[src/rtl/ball_move_rect.sv]
// ball_move_rect: fixed-point ball motion, per-pixel window test and pop sequence.
// Optional feature macro: BALL_GRAVITY_EN. Defined, the ball follows gravity arcs.
// Undefined, it bounces diagonally at constant speed.
module ball_move_rect #(
    parameter int INIT_X         = 100,
    parameter int INIT_Y         = 50,
    parameter int INIT_SPEED_X   = 64,
    parameter int BOUNCE_SPEED_Y = -256,
    parameter int GRAVITY        = 4,
    parameter int OBJECT_WIDTH   = 20,
    parameter int OBJECT_HEIGHT  = 20,
    parameter int LEFT_WALL      = 0,
    parameter int RIGHT_WALL     = 639,
    parameter int FLOOR_Y        = 479,
    parameter int POP_FRAMES     = 8
) (
    input  logic        clk,
    input  logic        reset,
    input  logic        startOfFrame,
    input  logic [10:0] pixelX,
    input  logic [10:0] pixelY,
    input  logic        hit,
    input  logic        launch,
    output logic [10:0] offsetX,
    output logic [10:0] offsetY,
    output logic        InsideRectangle,
    output logic        visible,
    output logic [10:0] topLeftX,
    output logic [10:0] topLeftY,
    output logic        popped
);
    localparam int CntW = (POP_FRAMES > 1) ? $clog2(POP_FRAMES) : 1;
    localparam logic [CntW-1:0] CntLast = CntW'(POP_FRAMES - 1);
    localparam logic signed [16:0] InitPosX  = 17'(INIT_X * 64);
    localparam logic signed [16:0] InitPosY  = 17'(INIT_Y * 64);
    localparam logic signed [16:0] FloorPosY = 17'((FLOOR_Y - OBJECT_HEIGHT) * 64);
    localparam logic signed [11:0] InitSpdX  = 12'(INIT_SPEED_X);
    localparam logic signed [11:0] BounceSpdY = 12'(BOUNCE_SPEED_Y);
`ifdef BALL_GRAVITY_EN
    localparam logic signed [11:0] GravityStep = 12'(GRAVITY);
    localparam logic signed [11:0] InitSpdY    = 12'sd0;
`else
    // Without gravity the per-frame increment is a constant zero.
    localparam logic signed [11:0] GravityStep = 12'(GRAVITY * 0);
    localparam logic signed [11:0] InitSpdY    = BounceSpdY;
`endif

    typedef enum logic [1:0] {StAlive, StPopping, StDead} state_e;

    state_e             state_q, state_d;
    logic signed [16:0] pos_x_q, pos_x_d, pos_y_q, pos_y_d;
    logic signed [11:0] spd_x_q, spd_x_d, spd_y_q, spd_y_d;
    logic [CntW-1:0]    cnt_q, cnt_d;
    logic               popped_d, visible_d, inside_d;
    logic [10:0]        off_x_d, off_y_d;
    logic signed [10:0] tl_x, tl_y;
    logic signed [11:0] spd_x_f, spd_y_f;
    logic signed [16:0] pos_y_base;
    logic [11:0]        win_x_end, win_y_end;

    assign tl_x     = pos_x_q[16:6];
    assign tl_y     = pos_y_q[16:6];
    assign topLeftX = pos_x_q[16:6];
    assign topLeftY = pos_y_q[16:6];

    // Speeds after gravity and bounces for the frame; all tests use the pre-frame position
    always_comb begin
        spd_y_f    = spd_y_q + GravityStep;
        spd_x_f    = spd_x_q;
        pos_y_base = pos_y_q;
        if ((int'(tl_y) + OBJECT_HEIGHT >= FLOOR_Y) && (spd_y_f > 12'sd0)) begin
`ifdef BALL_GRAVITY_EN
            spd_y_f = BounceSpdY;
`else
            spd_y_f = -spd_y_f;
`endif
            pos_y_base = FloorPosY;
        end
        if ((tl_y <= 11'sd0) && (spd_y_f < 12'sd0)) spd_y_f = -spd_y_f;
        if ((int'(tl_x) <= LEFT_WALL) && (spd_x_f < 12'sd0)) spd_x_f = -spd_x_f;
        if ((int'(tl_x) + OBJECT_WIDTH >= RIGHT_WALL) && (spd_x_f > 12'sd0)) begin
            spd_x_f = -spd_x_f;
        end
    end

    // Life-cycle FSM and motion next-state; launch overrides everything
    always_comb begin
        state_d  = state_q;
        pos_x_d  = pos_x_q;
        pos_y_d  = pos_y_q;
        spd_x_d  = spd_x_q;
        spd_y_d  = spd_y_q;
        cnt_d    = cnt_q;
        popped_d = 1'b0;
        if (launch) begin
            state_d = StAlive;
            pos_x_d = InitPosX;
            pos_y_d = InitPosY;
            spd_x_d = InitSpdX;
            spd_y_d = InitSpdY;
            cnt_d   = '0;
        end else begin
            case (state_q)
                StAlive: begin
                    if (hit) begin
                        state_d = StPopping;
                        cnt_d   = '0;
                    end else if (startOfFrame) begin
                        spd_x_d = spd_x_f;
                        spd_y_d = spd_y_f;
                        pos_x_d = pos_x_q + {{5{spd_x_f[11]}}, spd_x_f};
                        pos_y_d = pos_y_base + {{5{spd_y_f[11]}}, spd_y_f};
                    end
                end
                StPopping: begin
                    if (startOfFrame) begin
                        if (cnt_q == CntLast) begin
                            state_d  = StDead;
                            popped_d = 1'b1;
                        end else begin
                            cnt_d = cnt_q + 1'b1;
                        end
                    end
                end
                StDead: begin
                end
                default: state_d = StAlive;
            endcase
        end
    end

    // Window test against the current position, and visibility of the upcoming state
    always_comb begin
        win_x_end = {1'b0, topLeftX} + 12'(OBJECT_WIDTH);
        win_y_end = {1'b0, topLeftY} + 12'(OBJECT_HEIGHT);
        inside_d  = (pixelX >= topLeftX) && ({1'b0, pixelX} < win_x_end) &&
                    (pixelY >= topLeftY) && ({1'b0, pixelY} < win_y_end);
        off_x_d   = inside_d ? (pixelX - topLeftX) : 11'd0;
        off_y_d   = inside_d ? (pixelY - topLeftY) : 11'd0;
        visible_d = 1'b0;
        case (state_d)
            StAlive:   visible_d = 1'b1;
            StPopping: visible_d = ~cnt_d[0];
            default:   visible_d = 1'b0;
        endcase
    end

    // State, motion and registered pixel outputs
    always_ff @(posedge clk) begin
        if (reset) begin
            state_q         <= StAlive;
            pos_x_q         <= InitPosX;
            pos_y_q         <= InitPosY;
            spd_x_q         <= InitSpdX;
            spd_y_q         <= InitSpdY;
            cnt_q           <= '0;
            offsetX         <= 11'd0;
            offsetY         <= 11'd0;
            InsideRectangle <= 1'b0;
            visible         <= 1'b0;
            popped          <= 1'b0;
        end else begin
            state_q         <= state_d;
            pos_x_q         <= pos_x_d;
            pos_y_q         <= pos_y_d;
            spd_x_q         <= spd_x_d;
            spd_y_q         <= spd_y_d;
            cnt_q           <= cnt_d;
            offsetX         <= off_x_d;
            offsetY         <= off_y_d;
            InsideRectangle <= inside_d;
            visible         <= visible_d;
            popped          <= popped_d;
        end
    end

endmodule

[config.mk]
export PLATFORM = sky130hd
export DESIGN_NAME = ball_move_rect
export DESIGN_NICKNAME = d
export VERILOG_FILES = /design/src/rtl/ball_move_rect.sv
export SDC_FILE = /design/constraint.sdc
export NUM_CORES = 1
export LEC_CHECK = 0
export BUFFER_PORTS_ARGS = -buffer_cell sky130_fd_sc_hd__buf_2
export CAP_MARGIN = 0
export CORE_MARGIN = 4
export CORE_UTILIZATION = 40
export CTS_BUF_LIST = sky130_fd_sc_hd__clkbuf_16
export DETAILED_ROUTE_END_ITERATION = 8
export MAX_ROUTING_LAYER = met4
export PLACE_DENSITY = 0.59
export SLEW_MARGIN = 30
export SYNTH_ARGS = -nofsm -noshare
export SYNTH_HDL_FRONTEND = slang
export SYNTH_SLANG_ARGS = --single-unit
[constraint.sdc]
create_clock -name clk -period 16.3 [get_ports clk]
set_input_delay 1.63 -clock clk [delete_from_list [all_inputs] [get_ports clk]]
set_output_delay 1.63 -clock clk [all_outputs]
set_load 0.05 [all_outputs]
# Word level (Yosys, flattened, before mapping)
# Index checks and enable logic that the tools add are counted.
[totals] in_bits=27 out_inout_bits=47 regBits=88 wordCells=81
[op_classes] n_reduce_logical=15 addsub=13 n_eq_ne=7 muxes=17 bitwise=5 n_lt_le_gt_ge=12
[ops] op="$mux W12" count=4
[ops] op="$neg A12 Y12" count=4
[ops] op="$add A17 B17 Y17" count=2
[ops] op="$add A11 B5 Y12 const B" count=2
[ops] op="$add A11 B6 Y12 const B" count=2
[ops] op="$gt A12 B1 Y1 const B" count=2
[ops] op="$lt A11 B12 Y1" count=2
[ops] op="$lt A12 B1 Y1 const B" count=2
[ops] op="$ge A11 B11 Y1" count=2
[ops] op="$le A11 B1 Y1 const B" count=2
[ops] op="$sub A11 B11 Y11" count=2
[ops] op="$mux W17" count=1
[ops] op="$ge A12 B10 Y1 const B" count=1
[ops] op="$ge A12 B11 Y1 const B" count=1
[ops] op="$mux W3" count=3
[ops] op="$mux W2" count=4
[ops] op="$logic_and A1 B1 Y1" count=7
[ops] op="$ne A2 B2 Y1 const B" count=3
[ops] op="$pmux W2 S3" count=1
[ops] op="$pmux W3 S2" count=1
[ops] op="$not A1 Y1" count=5
[ops] op="$eq A2 B1 Y1 const B" count=2
[ops] op="$logic_not A2 Y1" count=2
[ops] op="$reduce_and A4 Y1" count=1
[ops] op="9 further kinds" count=11

# Longest topological paths before layout
[logic_depth] depth_word=8 ltp_mapped=24 depth_no_buf=23

# Least setup slack after synthesis
# OpenSTA, ideal clock, no wires.
[synth_path] kind="register -> register" start="register spd_y_q[2]" end="register pos_y_q[15]" arrival_ns=5.390 path_slack_ns=10.791 required_ns=16.181 setup_ns=0.119 path_stages_with_launch=25 path_buffers=3 period_less_slack_ns=5.509 cell_sequence="dfxtp_1 > inv_1 > ha_1 > or4b_4 > or3_4 > o311ai_4 > a21oi_1 > buf_2 > clkbuf_1 > buf_2 > a21oi_1 > ha_1 > inv_1 > mux2i_1 > ha_1 > a21o_1 > a21o_1 > a311oi_1 > a21oi_1 > a311oi_1 > o21ai_0 > a311oi_1 > nand4_1 > o211ai_1 > nor3_1"
[synth_via] elab_chain_len=7 word_cells_on_any_way=10 cone_classes="3 x add/sub; 2 x order compare; 3 x mux; 2 x reduce/logical"
[synth_rtl] item="start, declared" line="52" source="logic signed [11:0] spd_x_q, spd_x_d, spd_y_q, spd_y_d;"
[synth_rtl] item="start signal, assigned" line="155" source="spd_y_q <= InitSpdY;"
[synth_rtl] item="start signal, assigned" line="167" source="spd_y_q <= spd_y_d;"
[synth_rtl] item="$gt A12 B1 Y1" line="71" source="if ((int'(tl_y) + OBJECT_HEIGHT >= FLOOR_Y) && (spd_y_f > 12'sd0)) begin"
[synth_rtl] item="$logic_and A1 B1 Y1" line="71"
[synth_rtl] item="$mux W12 (*)" line="71"
[synth_rtl] item="$lt A12 B1 Y1" line="79" source="if ((tl_y <= 11'sd0) && (spd_y_f < 12'sd0)) spd_y_f = -spd_y_f;"
[synth_rtl] item="$logic_and A1 B1 Y1" line="79"
[synth_rtl] item="$mux W12 (*)" line="79"
[synth_rtl] item="via spd_y_f[3]" line="57" source="logic signed [11:0] spd_x_f, spd_y_f;"
[synth_rtl] item="$add A17 B17 Y17 (*)" line="112" source="pos_y_d = pos_y_base + {{5{spd_y_f[11]}}, spd_y_f};"
[synth_rtl] item="end signal, assigned" line="153" source="pos_y_q <= InitPosY;"
[synth_rtl] item="end signal, assigned" line="165" source="pos_y_q <= pos_y_d;"
[synth_rtl] item="end, declared" line="51" source="logic signed [16:0] pos_x_q, pos_x_d, pos_y_q, pos_y_d;"
# Mark *: on every way through the listed nets, which the timed path passes. The rest lies on a longest branch.
# A chain may end at the register's enable or synchronous reset.

# Final worst setup path
[layout_path] start="register pos_y_q[9]" end="register pos_y_q[15]"
[layout_via] elab_chain_len=8 word_cells_on_any_way=11 cone_classes="3 x add/sub; 3 x order compare; 3 x mux; 2 x reduce/logical"
[layout_rtl] item="$add A11 B6 Y12" line="71"
[layout_rtl] item="$ge A12 B10 Y1" line="71"
[layout_rtl] item="$logic_and A1 B1 Y1" line="71"
[layout_rtl] item="$mux W12" line="71"
[layout_rtl] item="$lt A12 B1 Y1" line="79"
[layout_rtl] item="$logic_and A1 B1 Y1" line="79"
[layout_rtl] item="$mux W12 (*)" line="79"
[layout_rtl] item="via spd_y_f[3]" line="57"
[layout_rtl] item="$add A17 B17 Y17 (*)" line="112"
# Marked as above.

==> results.md <==
- Top Ports: 74
- Initial antenna violation count: 0
- Vias in the first global route: 5962
- CTS tree: done
- Slew HR: 47.1%
- Fin crit period: 5860 ps
- Multi-input logic area: 0.00487 sq mm
- CP Launch Type: flop
- Detailed-route wire length: 17.2 mm
- GP Congestion: 0.833
- Clock root buffer: clkbuf_16
- Longest Clk Path Bufs: 2
- Starting Density: 41.0%
- Setup Buffers After CTS: 0
- Sink Count: 81
- Slew Viols, Final: 0
- Peak supply drop: 0.0000567 V
- Fin. Hold Viols: 0
- Antenna Violating Nets Remaining: 0
- Clk slew on worst S/H paths: 70 ps
- Worst setup path class: flop to flop
- Post-DP HPWL: 12.9 mm
- Syn Inst Count: 934
- Post-synthesis sequential area ratio: 22.8%
- Prevailing post-synth register cell: dfxtp_1
- Vias: 6437
- Worst-Skew Late Latency: 350 ps
- PD cells: 64.3 mW/mm^2
- Die W: 141 um
- Maxcap violations: 0
- Reg2Reg Depth: 20
- Layout cell share with drive strength beyond 1: 12.0%
- Worst slew pin tran: 783 ps
- Count of cells resized by post-cts repair: 0
- FF+latch count, synth: 81
- DRT iter0 DRCs: 339
- RSZ-0062 raised after global routing: false
- Die area: 0.0200 sq mm
- Area occupied by registers: 0.00162 sq mm
- Post-synth ARST share: 0%
- Synth Cell Area: 0.00711 sq mm
- Fmax achieved: 171 MHz
- Inserted Diodes: 0
- IO Port Bufs: 73
- Final setup viols: 0
- Global-route usage over all layers: 18.0%
- Worst Hold Depth: 2
- Largest net degree at the start of global routing: 59
- Routed len/inst: 14.5 um
- Final period util: 36.0%
- Post-place instance area: 0.00744 sq mm
- Syn Nets: 1043
- Crit path DAT: 6100 ps
- Worst setup margin: 10440 ps
- Area added between synthesis and finish: 8.89%
- Mean Syn Cell Area: 7.61 sq um
- Synth Warn #: 0
- Post-cts hold buffer count: 0
- Flop-to-flop setup slack: 10440 ps
- FILL cells: 1754
- Final std cells w/o fill: 1186
- Placed Cells incl. Taps: 1170
- Pre-CTS setup slack: 10480 ps
- Pre-antenna DRT Iters: 5
- Setup skew after layout: 9.96 ps
- Synth unique cells: 77
- Final #Nets: 1065
- Run status: completed
- Worst hold path class: flop to flop
- CTS buffer count: 9
- Site row count: 48
- Setup_tns: 0 ps
- WP data required: 16540 ps
- Vias per std cell: 5.43
- Post-synth EDFFs: 0
- Final instance area: 0.00774 sq mm
- LEAKAGE: 3.37 nW
- First-pass GRT wire length: 29.4 mm
- Core Region: 0.0174 sq mm
- # DRC: 0
- CP Capture Type: flop
- Htree depth: 3
- Die height: 141 um
- Worst-path maximum fanout: 44
- GR Overflow Total: 0
==> metal layers <==
layer	part of all wire, %	global-route usage (%)	vias up
met2	45	28.7	137
met1	49	24.1	2960
li1	-	-	3322
met3	5.1	2.73	18
met5	0	-	-
met4	1.1	4.64	0
==> cell families after synthesis <==
kind of cell | count (synthesis) | share of synthesized area, %
simple gates | 330 | 23.2
compound gates | 227 | 20.8
buf+inv | 136 | 8.73
fa+ha+maj | 84 | 15.1
flops | 81 | 22.8
xor+xnor | 69 | 8.61
mux | 5 | 0.722
other cells | 2 | 0.106
==> cell usage after synthesis (4+ instances only) <==
library cell  number  share of area [%]
a211oi_1          10                1.1
o211ai_1          12                1.3
buf_4             23                2.4
nand2b_1          10               0.88
or3_1              7               0.62
a211o_1            5               0.62
buf_1              6               0.32
nor4_1            10               0.88
and2_1             7               0.62
o21ai_0           39                2.7
a21boi_0           5               0.53
nor2b_1           15                1.3
clkbuf_1          30                1.6
buf_2              6               0.42
ha_1              79                 14
xor2_1            24                3.0
mux2i_1            4               0.56
and3_1             5               0.44
nand2_1           90                4.8
or2_2              8               0.70
o21a_1             5               0.53
dfxtp_1           81                 23
nand4_1            8               0.70
nand3_1           27                1.9
o21ai_1            5               0.35
or4_1              4               0.42
a21oi_1           72                5.1
o31ai_1            6               0.63
a31oi_1           12                1.1
inv_1             68                3.6
nor2_1            70                3.7
a21o_1            19                2.0
nor4b_1            8               0.99
o21bai_1           6               0.63
nor3_1            43                3.0
xnor2_1           44                5.4
==> cell type report <==
class                           instances  area share (%)
Clock buffer                            9            2.91
Clock inverter                          7           0.921
Inverter                               68            3.30
Multi-Input combinational cell        717            63.0
Sequential cell                        81            21.0
Tap cell                              225            3.64
Timing Repair Buffer                   79            5.30
==> final timing paths <==
path,start,end
min,pos_y_q[4]$_SDFFE_PP0P_,pos_y_q[4]$_SDFFE_PP0P_
min reg2reg,pos_y_q[4]$_SDFFE_PP0P_,pos_y_q[4]$_SDFFE_PP0P_
max,pos_y_q[9]$_SDFFE_PP0P_,pos_y_q[15]$_SDFFE_PP0P_
max reg2reg,pos_y_q[9]$_SDFFE_PP0P_,pos_y_q[15]$_SDFFE_PP0P_
==> placed cells by master, fill, tap and decap left out, types with 9 or more instances in the layout <==
| master | count |
|---|---|
| clkbuf_16 | 9 |
| a211oi_1 | 10 |
| ha_1 | 79 |
| a21o_1 | 19 |
| xnor2_1 | 44 |
| o21ai_0 | 39 |
| nand2b_1 | 10 |
| o211ai_1 | 12 |
| dfxtp_1 | 81 |
| nor2b_1 | 15 |
| nand3_1 | 27 |
| nor4_1 | 10 |
| nor2_1 | 70 |
| nand2_1 | 89 |
| inv_1 | 69 |
| a21oi_1 | 71 |
| buf_2 | 73 |
| nor3_1 | 43 |
| xor2_1 | 24 |
| a31oi_1 | 12 |
==> state kept, by name, indices dropped and copies added, names as in the netlist <==
name and cells:
pos_x_q 15, state_q 2, cnt_q 3, pos_y_q 16, spd_y_q 10, spd_x_q 10
InsideRectangle 1, visible 1, offsetY 11, offsetX 11, popped 1
==> stage by stage <==
| step | hold slack [ps] | util [%] | total power, mW |
|---|---|---|---|
| floorplan | 427 | - | 0.273 |
| global placement | 436 | 42.9 | 0.292 |
| detailed placement | 448 | 42.9 | 0.293 |
| CTS | 458 | 44.6 | 0.505 |
| global route | 468 | 44.6 | 0.523 |
| finish | 451 | 44.6 | 0.498 |
==> worst max-delay path, cell delays in order (launching register included) <==
cell and delay (ps):
dfxtp_1 500, ha_1 400, o2111ai_1 160, xnor2_1 210
o221ai_1 240, a21oi_2 190, buf_4 410, a21oi_1 140
nor2_1 450, mux2i_1 320, ha_1 300, a21o_1 190
a21o_1 190, a311oi_1 460, a21oi_1 190, a311oi_1 430
o21ai_0 150, a311oi_1 470, nand4_1 150, o211ai_1 130
nor3_1 70
==> power by group <==
group | leakage (nW) | switching, mW | internal, mW
Clock | 0.145 | 0.0911 | 0.119
Combinational | 2.57 | 0.0519 | 0.0307
Sequential | 0.655 | 0.00403 | 0.201
Total | 3.37 | 0.147 | 0.351
Power figures use the tool's default switching activity.
